<file path="config.mk">
export PLATFORM = sky130hd
export DESIGN_NAME = muldiv_unit
export DESIGN_NICKNAME = d
export VERILOG_FILES = /design/src/rtl/muldiv_unit.sv
export SDC_FILE = /design/constraint.sdc
export NUM_CORES = 1
export LEC_CHECK = 0
export ABC_AREA = 0
export BUFFER_PORTS_ARGS = -buffer_cell sky130_fd_sc_hd__buf_2
export CORE_ASPECT_RATIO = 0.75
export CORE_MARGIN = 2
export CORE_UTILIZATION = 55
export CTS_CLUSTER_SIZE = 20
export DETAILED_ROUTE_END_ITERATION = 16
export GPL_TIMING_DRIVEN = 0
export HOLD_SLACK_MARGIN = 0.12
export PLACE_DENSITY = 0.81
export RECOVER_POWER = 50
export SLEW_MARGIN = 20
export SYNTH_ARGS = -nofsm -noshare
export SYNTH_HDL_FRONTEND = slang
export SYNTH_SLANG_ARGS = --single-unit
</file>
<file path="constraint.sdc">
create_clock -name clk -period 9 [get_ports clk]
set_input_delay 0.9 -clock clk [delete_from_list [all_inputs] [get_ports clk]]
set_output_delay 0.9 -clock clk [all_outputs]
set_load 0.005 [all_outputs]
</file>
<file path="src/rtl/muldiv_unit.sv">
// rtl/muldiv_unit.sv - iterative 32x32 multiply / 32/32 divide unit with HI/LO write-back.
// A single 64-bit accumulator holds the shifting product, or {remainder, quotient} for divides.
module muldiv_unit (
  input  logic        clk,
  input  logic        rst,
  input  logic        start,
  input  logic [1:0]  op,
  input  logic [31:0] srcA,
  input  logic [31:0] srcB,
  input  logic        cancel,
  output logic        busy,
  output logic        done,
  output logic        hiWtCe,
  output logic        loWtCe,
  output logic [31:0] hiWtData,
  output logic [31:0] loWtData,
  output logic        divZero
);

  typedef enum logic [1:0] {S_IDLE, S_CALC, S_FIX} state_t;

  state_t      state_q, state_d;
  logic [4:0]  cnt_q, cnt_d;
  logic [63:0] acc_q, acc_d;
  logic [31:0] opr_q, opr_d;
  logic        is_div_q, is_div_d;
  logic        neg_hi_q, neg_hi_d;
  logic        neg_lo_q, neg_lo_d;
  logic        dz_q, dz_d;
  logic        done_q, done_d;
  logic        dz_out_q, dz_out_d;
  logic [31:0] hi_q, hi_d;
  logic [31:0] lo_q, lo_d;

  logic        a_neg, b_neg, div_zero;
  logic [31:0] a_mag, b_mag;
  logic [32:0] mul_sum;
  logic [63:0] mul_next;
  logic [32:0] div_shift;
  logic        div_ge;
  logic [31:0] div_sub;
  logic [63:0] div_next;
  logic [63:0] acc_neg;
  logic [31:0] hi_neg, lo_neg;

  // op[0] clear selects the signed flavour of both multiply and divide
  assign a_neg    = ~op[0] & srcA[31];
  assign b_neg    = ~op[0] & srcB[31];
  assign a_mag    = a_neg ? 32'd0 - srcA : srcA;
  assign b_mag    = b_neg ? 32'd0 - srcB : srcB;
  assign div_zero = op[1] & (srcB == 32'd0);

  assign mul_sum  = {1'b0, acc_q[63:32]} + (acc_q[0] ? {1'b0, opr_q} : 33'd0);
  assign mul_next = {mul_sum, acc_q[31:1]};

  // restoring step: partial remainder shifted left with next dividend bit
  assign div_shift = {acc_q[63:32], acc_q[31]};
  assign div_ge    = div_shift >= {1'b0, opr_q};
  assign div_sub   = div_shift[31:0] - opr_q;
  assign div_next  = div_ge ? {div_sub, acc_q[30:0], 1'b1}
                            : {div_shift[31:0], acc_q[30:0], 1'b0};

  assign acc_neg = 64'd0 - acc_q;
  assign hi_neg  = 32'd0 - acc_q[63:32];
  assign lo_neg  = 32'd0 - acc_q[31:0];

  always_ff @(posedge clk or negedge rst) begin
    if (!rst) state_q <= S_IDLE;
    else      state_q <= state_d;
  end

  always_comb begin
    state_d = state_q;
    case (state_q)
      S_IDLE: if (start && !cancel) state_d = div_zero ? S_FIX : S_CALC;
      S_CALC: begin
        if (cancel)                state_d = S_IDLE;
        else if (cnt_q == 5'd31)   state_d = S_FIX;
      end
      S_FIX:  state_d = S_IDLE;
      default: state_d = S_IDLE;
    endcase
  end

  always_comb begin
    cnt_d    = cnt_q;
    acc_d    = acc_q;
    opr_d    = opr_q;
    is_div_d = is_div_q;
    neg_hi_d = neg_hi_q;
    neg_lo_d = neg_lo_q;
    dz_d     = dz_q;
    done_d   = 1'b0;
    dz_out_d = 1'b0;
    hi_d     = hi_q;
    lo_d     = lo_q;
    case (state_q)
      S_IDLE: begin
        cnt_d = 5'd0;
        if (start && !cancel) begin
          is_div_d = op[1];
          dz_d     = div_zero;
          neg_lo_d = a_neg ^ b_neg;
          neg_hi_d = op[1] ? a_neg : (a_neg ^ b_neg);
          if (div_zero) begin
            // divide-by-zero result is preloaded so FIX passes it through untouched
            acc_d    = {srcA, 32'hFFFF_FFFF};
            neg_lo_d = 1'b0;
            neg_hi_d = 1'b0;
          end else if (op[1]) begin
            acc_d = {32'd0, a_mag};
            opr_d = b_mag;
          end else begin
            acc_d = {32'd0, b_mag};
            opr_d = a_mag;
          end
        end
      end
      S_CALC: begin
        if (cancel) begin
          cnt_d = 5'd0;
        end else begin
          cnt_d = cnt_q + 5'd1;
          acc_d = is_div_q ? div_next : mul_next;
        end
      end
      S_FIX: begin
        cnt_d = 5'd0;
        if (!cancel) begin
          done_d   = 1'b1;
          dz_out_d = dz_q;
          if (is_div_q) begin
            hi_d = neg_hi_q ? hi_neg : acc_q[63:32];
            lo_d = neg_lo_q ? lo_neg : acc_q[31:0];
          end else begin
            {hi_d, lo_d} = neg_lo_q ? acc_neg : acc_q;
          end
        end
      end
      default: cnt_d = 5'd0;
    endcase
  end

  always_ff @(posedge clk or negedge rst) begin
    if (!rst) begin
      cnt_q    <= 5'd0;
      acc_q    <= 64'd0;
      opr_q    <= 32'd0;
      is_div_q <= 1'b0;
      neg_hi_q <= 1'b0;
      neg_lo_q <= 1'b0;
      dz_q     <= 1'b0;
      done_q   <= 1'b0;
      dz_out_q <= 1'b0;
      hi_q     <= 32'd0;
      lo_q     <= 32'd0;
    end else begin
      cnt_q    <= cnt_d;
      acc_q    <= acc_d;
      opr_q    <= opr_d;
      is_div_q <= is_div_d;
      neg_hi_q <= neg_hi_d;
      neg_lo_q <= neg_lo_d;
      dz_q     <= dz_d;
      done_q   <= done_d;
      dz_out_q <= dz_out_d;
      hi_q     <= hi_d;
      lo_q     <= lo_d;
    end
  end

  assign busy     = (state_q == S_CALC) || (state_q == S_FIX);
  assign done     = done_q;
  assign hiWtCe   = done_q;
  assign loWtCe   = done_q;
  assign hiWtData = hi_q;
  assign loWtData = lo_q;
  assign divZero  = dz_out_q;

endmodule

</file>
==> flow_metrics.env <==
export IMPL_status="finished with violations"
export IMPL_violations="capacitance limit, slew limit"
export IMPL_crit_chain="clkbuf_1"
export IMPL_grt_max_degree=89
export IMPL_swShare=0.553
export IMPL_syn_mean_instance_area_um2=7.71
export IMPL_yosysTopAreaCell="dfrtp_1"
export IMPL_area_delta_synth_final_pct=11.5
export IMPL_syn_cell_area_um2=15400
export IMPL_rows=52
export IMPL_cts_sinks=173
export IMPL_diodes=0
export IMPL_p_switching_mw=3.97
export IMPL_total_power_mw=7.17
export IMPL_combPwrFrac=0.666
export IMPL_critPathCaptureType="async pin"
export IMPL_placed_cell_area_um2=16500
export IMPL_drcViolationCount=0
export IMPL_worstPathArrival_ps=4290
export IMPL_setup_viol=0
export IMPL_nets=2297
export IMPL_dp_slack_ps=4550
export IMPL_dr_pass1_iters=7
export IMPL_setup_ws_ps=4130
export IMPL_power_per_cell_area_nw_per_um2=418
export IMPL_routabilityCongestion=1.05
export IMPL_synth_cells=1995
export IMPL_p_int_mw=3.20
export IMPL_critPathLaunchType="input pin"
export IMPL_layout_common_cells="nand2_1 (244), o21ai_0 (204), a21oi_1 (196)"
export IMPL_vias=16700
export IMPL_seq_area_frac_synth=0.282
export IMPL_grt_pass1_vias=15500
export IMPL_cp_slowest_cell="clkbuf_1"
export IMPL_io_pins=139
export IMPL_grt_usage=0.418
export IMPL_wirelength_mm=61.5
export IMPL_worstPathRequired_ps=8420
export IMPL_crit_type="input pin to async pin"
export IMPL_fin_area_um2=17100
export IMPL_synthArstFlopShare=1.00
export IMPL_cpPeakStageDelay_ps=3340
export IMPL_drv_slew=86
export IMPL_cp_buffers_inverters=1
export IMPL_netlist_top_cells_area="dfrtp_1 (28%), o21ai_0 (6.6%), a21oi_1 (6.4%)"
export IMPL_vias_per_cell=6.62
export IMPL_io_buffers=137
export IMPL_cp_max_fo=86
export IMPL_peakVddDrop_v=0.000214
export IMPL_clkPwrFrac=0.113
export IMPL_cts_tree="built"
export IMPL_clockBufferDepth=2
export IMPL_ys_types=76
export IMPL_rsz0062_at_grt="false"
export IMPL_grt_pass1_wl_mm=91.9
export IMPL_core_area_um2=27300
export IMPL_clk_pin_slew_ps=80
export IMPL_power_leakage_nw=7.63
export IMPL_fin_skew_ps=14.2
export IMPL_final_fill_count=2482
export IMPL_final_antenna_net_count=0
export IMPL_synth_warnings=0
export IMPL_clkLatencyLatePin_ps=460
export IMPL_postSynthNetCount=2140
export IMPL_multi_input_area_um2=10200
export IMPL_final_common_cell="nand2_1"
export IMPL_utilization=0.629
export IMPL_drive_above_1_share=0.102
export IMPL_finalCritPeriodShare=0.542
export IMPL_cts_resized=0
export IMPL_drv_cap=1
export IMPL_hold_violations=0
export IMPL_die_w_um=197
export IMPL_grt_ovfl_total=0
export IMPL_yosysTopAreaCellShare=0.282
export IMPL_dr_first_iter_drc_count=1836
export IMPL_start_util=0.564
export IMPL_cts_setup_buffers=0
export IMPL_tightestPinTransition_ps=4830
export IMPL_hp_class="flip-flop to flip-flop"
export IMPL_critical_path_top_delay_family="buffers and inverters"
export IMPL_cts_hold_buf=0
export IMPL_die_y_um=149
export IMPL_seqCellArea_um2=4330
export IMPL_min_period_ps=4870
export IMPL_h_tree_depth=4
export IMPL_max_freq_mhz=205
export IMPL_synthFlopType="dfrtp_1"
export IMPL_wire_per_inst_um=24.4
export IMPL_die_area_um2=29300
export IMPL_synth_edf_count=0
export IMPL_final_setup_tns_ps=0
export IMPL_yosys_register_bits=173
export IMPL_maxSlewHeadroom=-2.22
export IMPL_cts_buffers=17
export IMPL_p_seq_frac=0.221
export IMPL_ctsRootBufferMaster="clkbuf_16"
export IMPL_antenna_found_initial=2
export IMPL_hpwl_mm=48.6
==> sequential cells by signal, indices dropped and copies added (netlist names), 2 cells and up <==
register / count
acc_q: 64
cnt_q: 5
hiWtData: 32
loWtData: 32
opr_q: 32
state_q: 2
==> power groups by stage <==
| stage | sequential, mW | combinational, mW | clock (mW) |
|---|---|---|---|
| 2_1_floorplan | 1.40 | 3.20 | 0 |
| 3_3_place_gp | 1.54 | 4.54 | 0 |
| 3_5_place_dp | 1.56 | 4.59 | 0 |
| 4_1_cts | 1.55 | 4.62 | 0.790 |
| 5_1_grt | 1.61 | 5.15 | 0.826 |
| 6_report | 1.59 | 4.77 | 0.806 |
==> cell families (layout without fill, tap and decap cells) <==
| family | after synthesis | in the layout | synth area share |
|---|---|---|---|
| muxes | 71 | 71 | 0.0473 |
| buffers and inverters | 205 | 375 | 0.0523 |
| DFF | 173 | 173 | 0.282 |
| xor gates and xnor gates | 173 | 173 | 0.0985 |
| and+or+nand+nor | 658 | 658 | 0.204 |
| adders and majority gates | 75 | 75 | 0.0620 |
| AOI/OAI and AO/OA | 640 | 640 | 0.254 |
==> Yosys cell counts (all sizes together) (27+ instances only) <==
cell type / instances
nand2: 245
o21ai: 209
a21oi: 196
nor2: 183
dfrtp: 173
clkbuf: 104
xnor2: 95
xor2: 78
ha: 73
inv: 73
mux2i: 58
a21o: 40
nor3: 36
a31oi: 32
nand3: 27
==> final timing paths <==
kind                       startpoint      endpoint  slack [ps]  cells after the start
max                               rst  loWtData[13]        4130                      1
min                          cnt_q[0]      cnt_q[0]         470                      1
max reg2reg                 acc_q[42]     acc_q[59]        4300                     12
min reg2reg                  cnt_q[0]      cnt_q[0]         470                      1
max in group clk            acc_q[42]     acc_q[59]        4300                     12
min in group asynchronous         rst  hiWtData[17]        2180                      1
==> per-layer routing <==
metal | GRT usage | vias up | share of wire
met4 | 0.176 | 2 | 0.046
met5 | 0 | - | 0.00021
met1 | 0.589 | 7849 | 0.42
met3 | 0.123 | 183 | 0.13
met2 | 0.595 | 1150 | 0.40
li1 | - | 7469 | -
==> through the flow <==
stage          std cells  hold slack, ps
6_report            2516             468
5_1_grt             2516             506
4_1_cts             2516             468
3_5_place_dp        2484             457
3_3_place_gp        2483             448
2_1_floorplan       1995             433
==> layout make-up <==
| cell class | count | area share |
|---|---|---|
| multi-input combinational | 1617 | 0.598 |
| sequential | 173 | 0.253 |
| timing repair buffer | 138 | 0.0405 |
| buffer | 130 | 0.0305 |
| clock buffer | 17 | 0.0248 |
| inverter | 75 | 0.0164 |
| clock inverter | 15 | 0.0120 |
| tap | 351 | 0.0256 |
(Power assumes the default switching activity.)
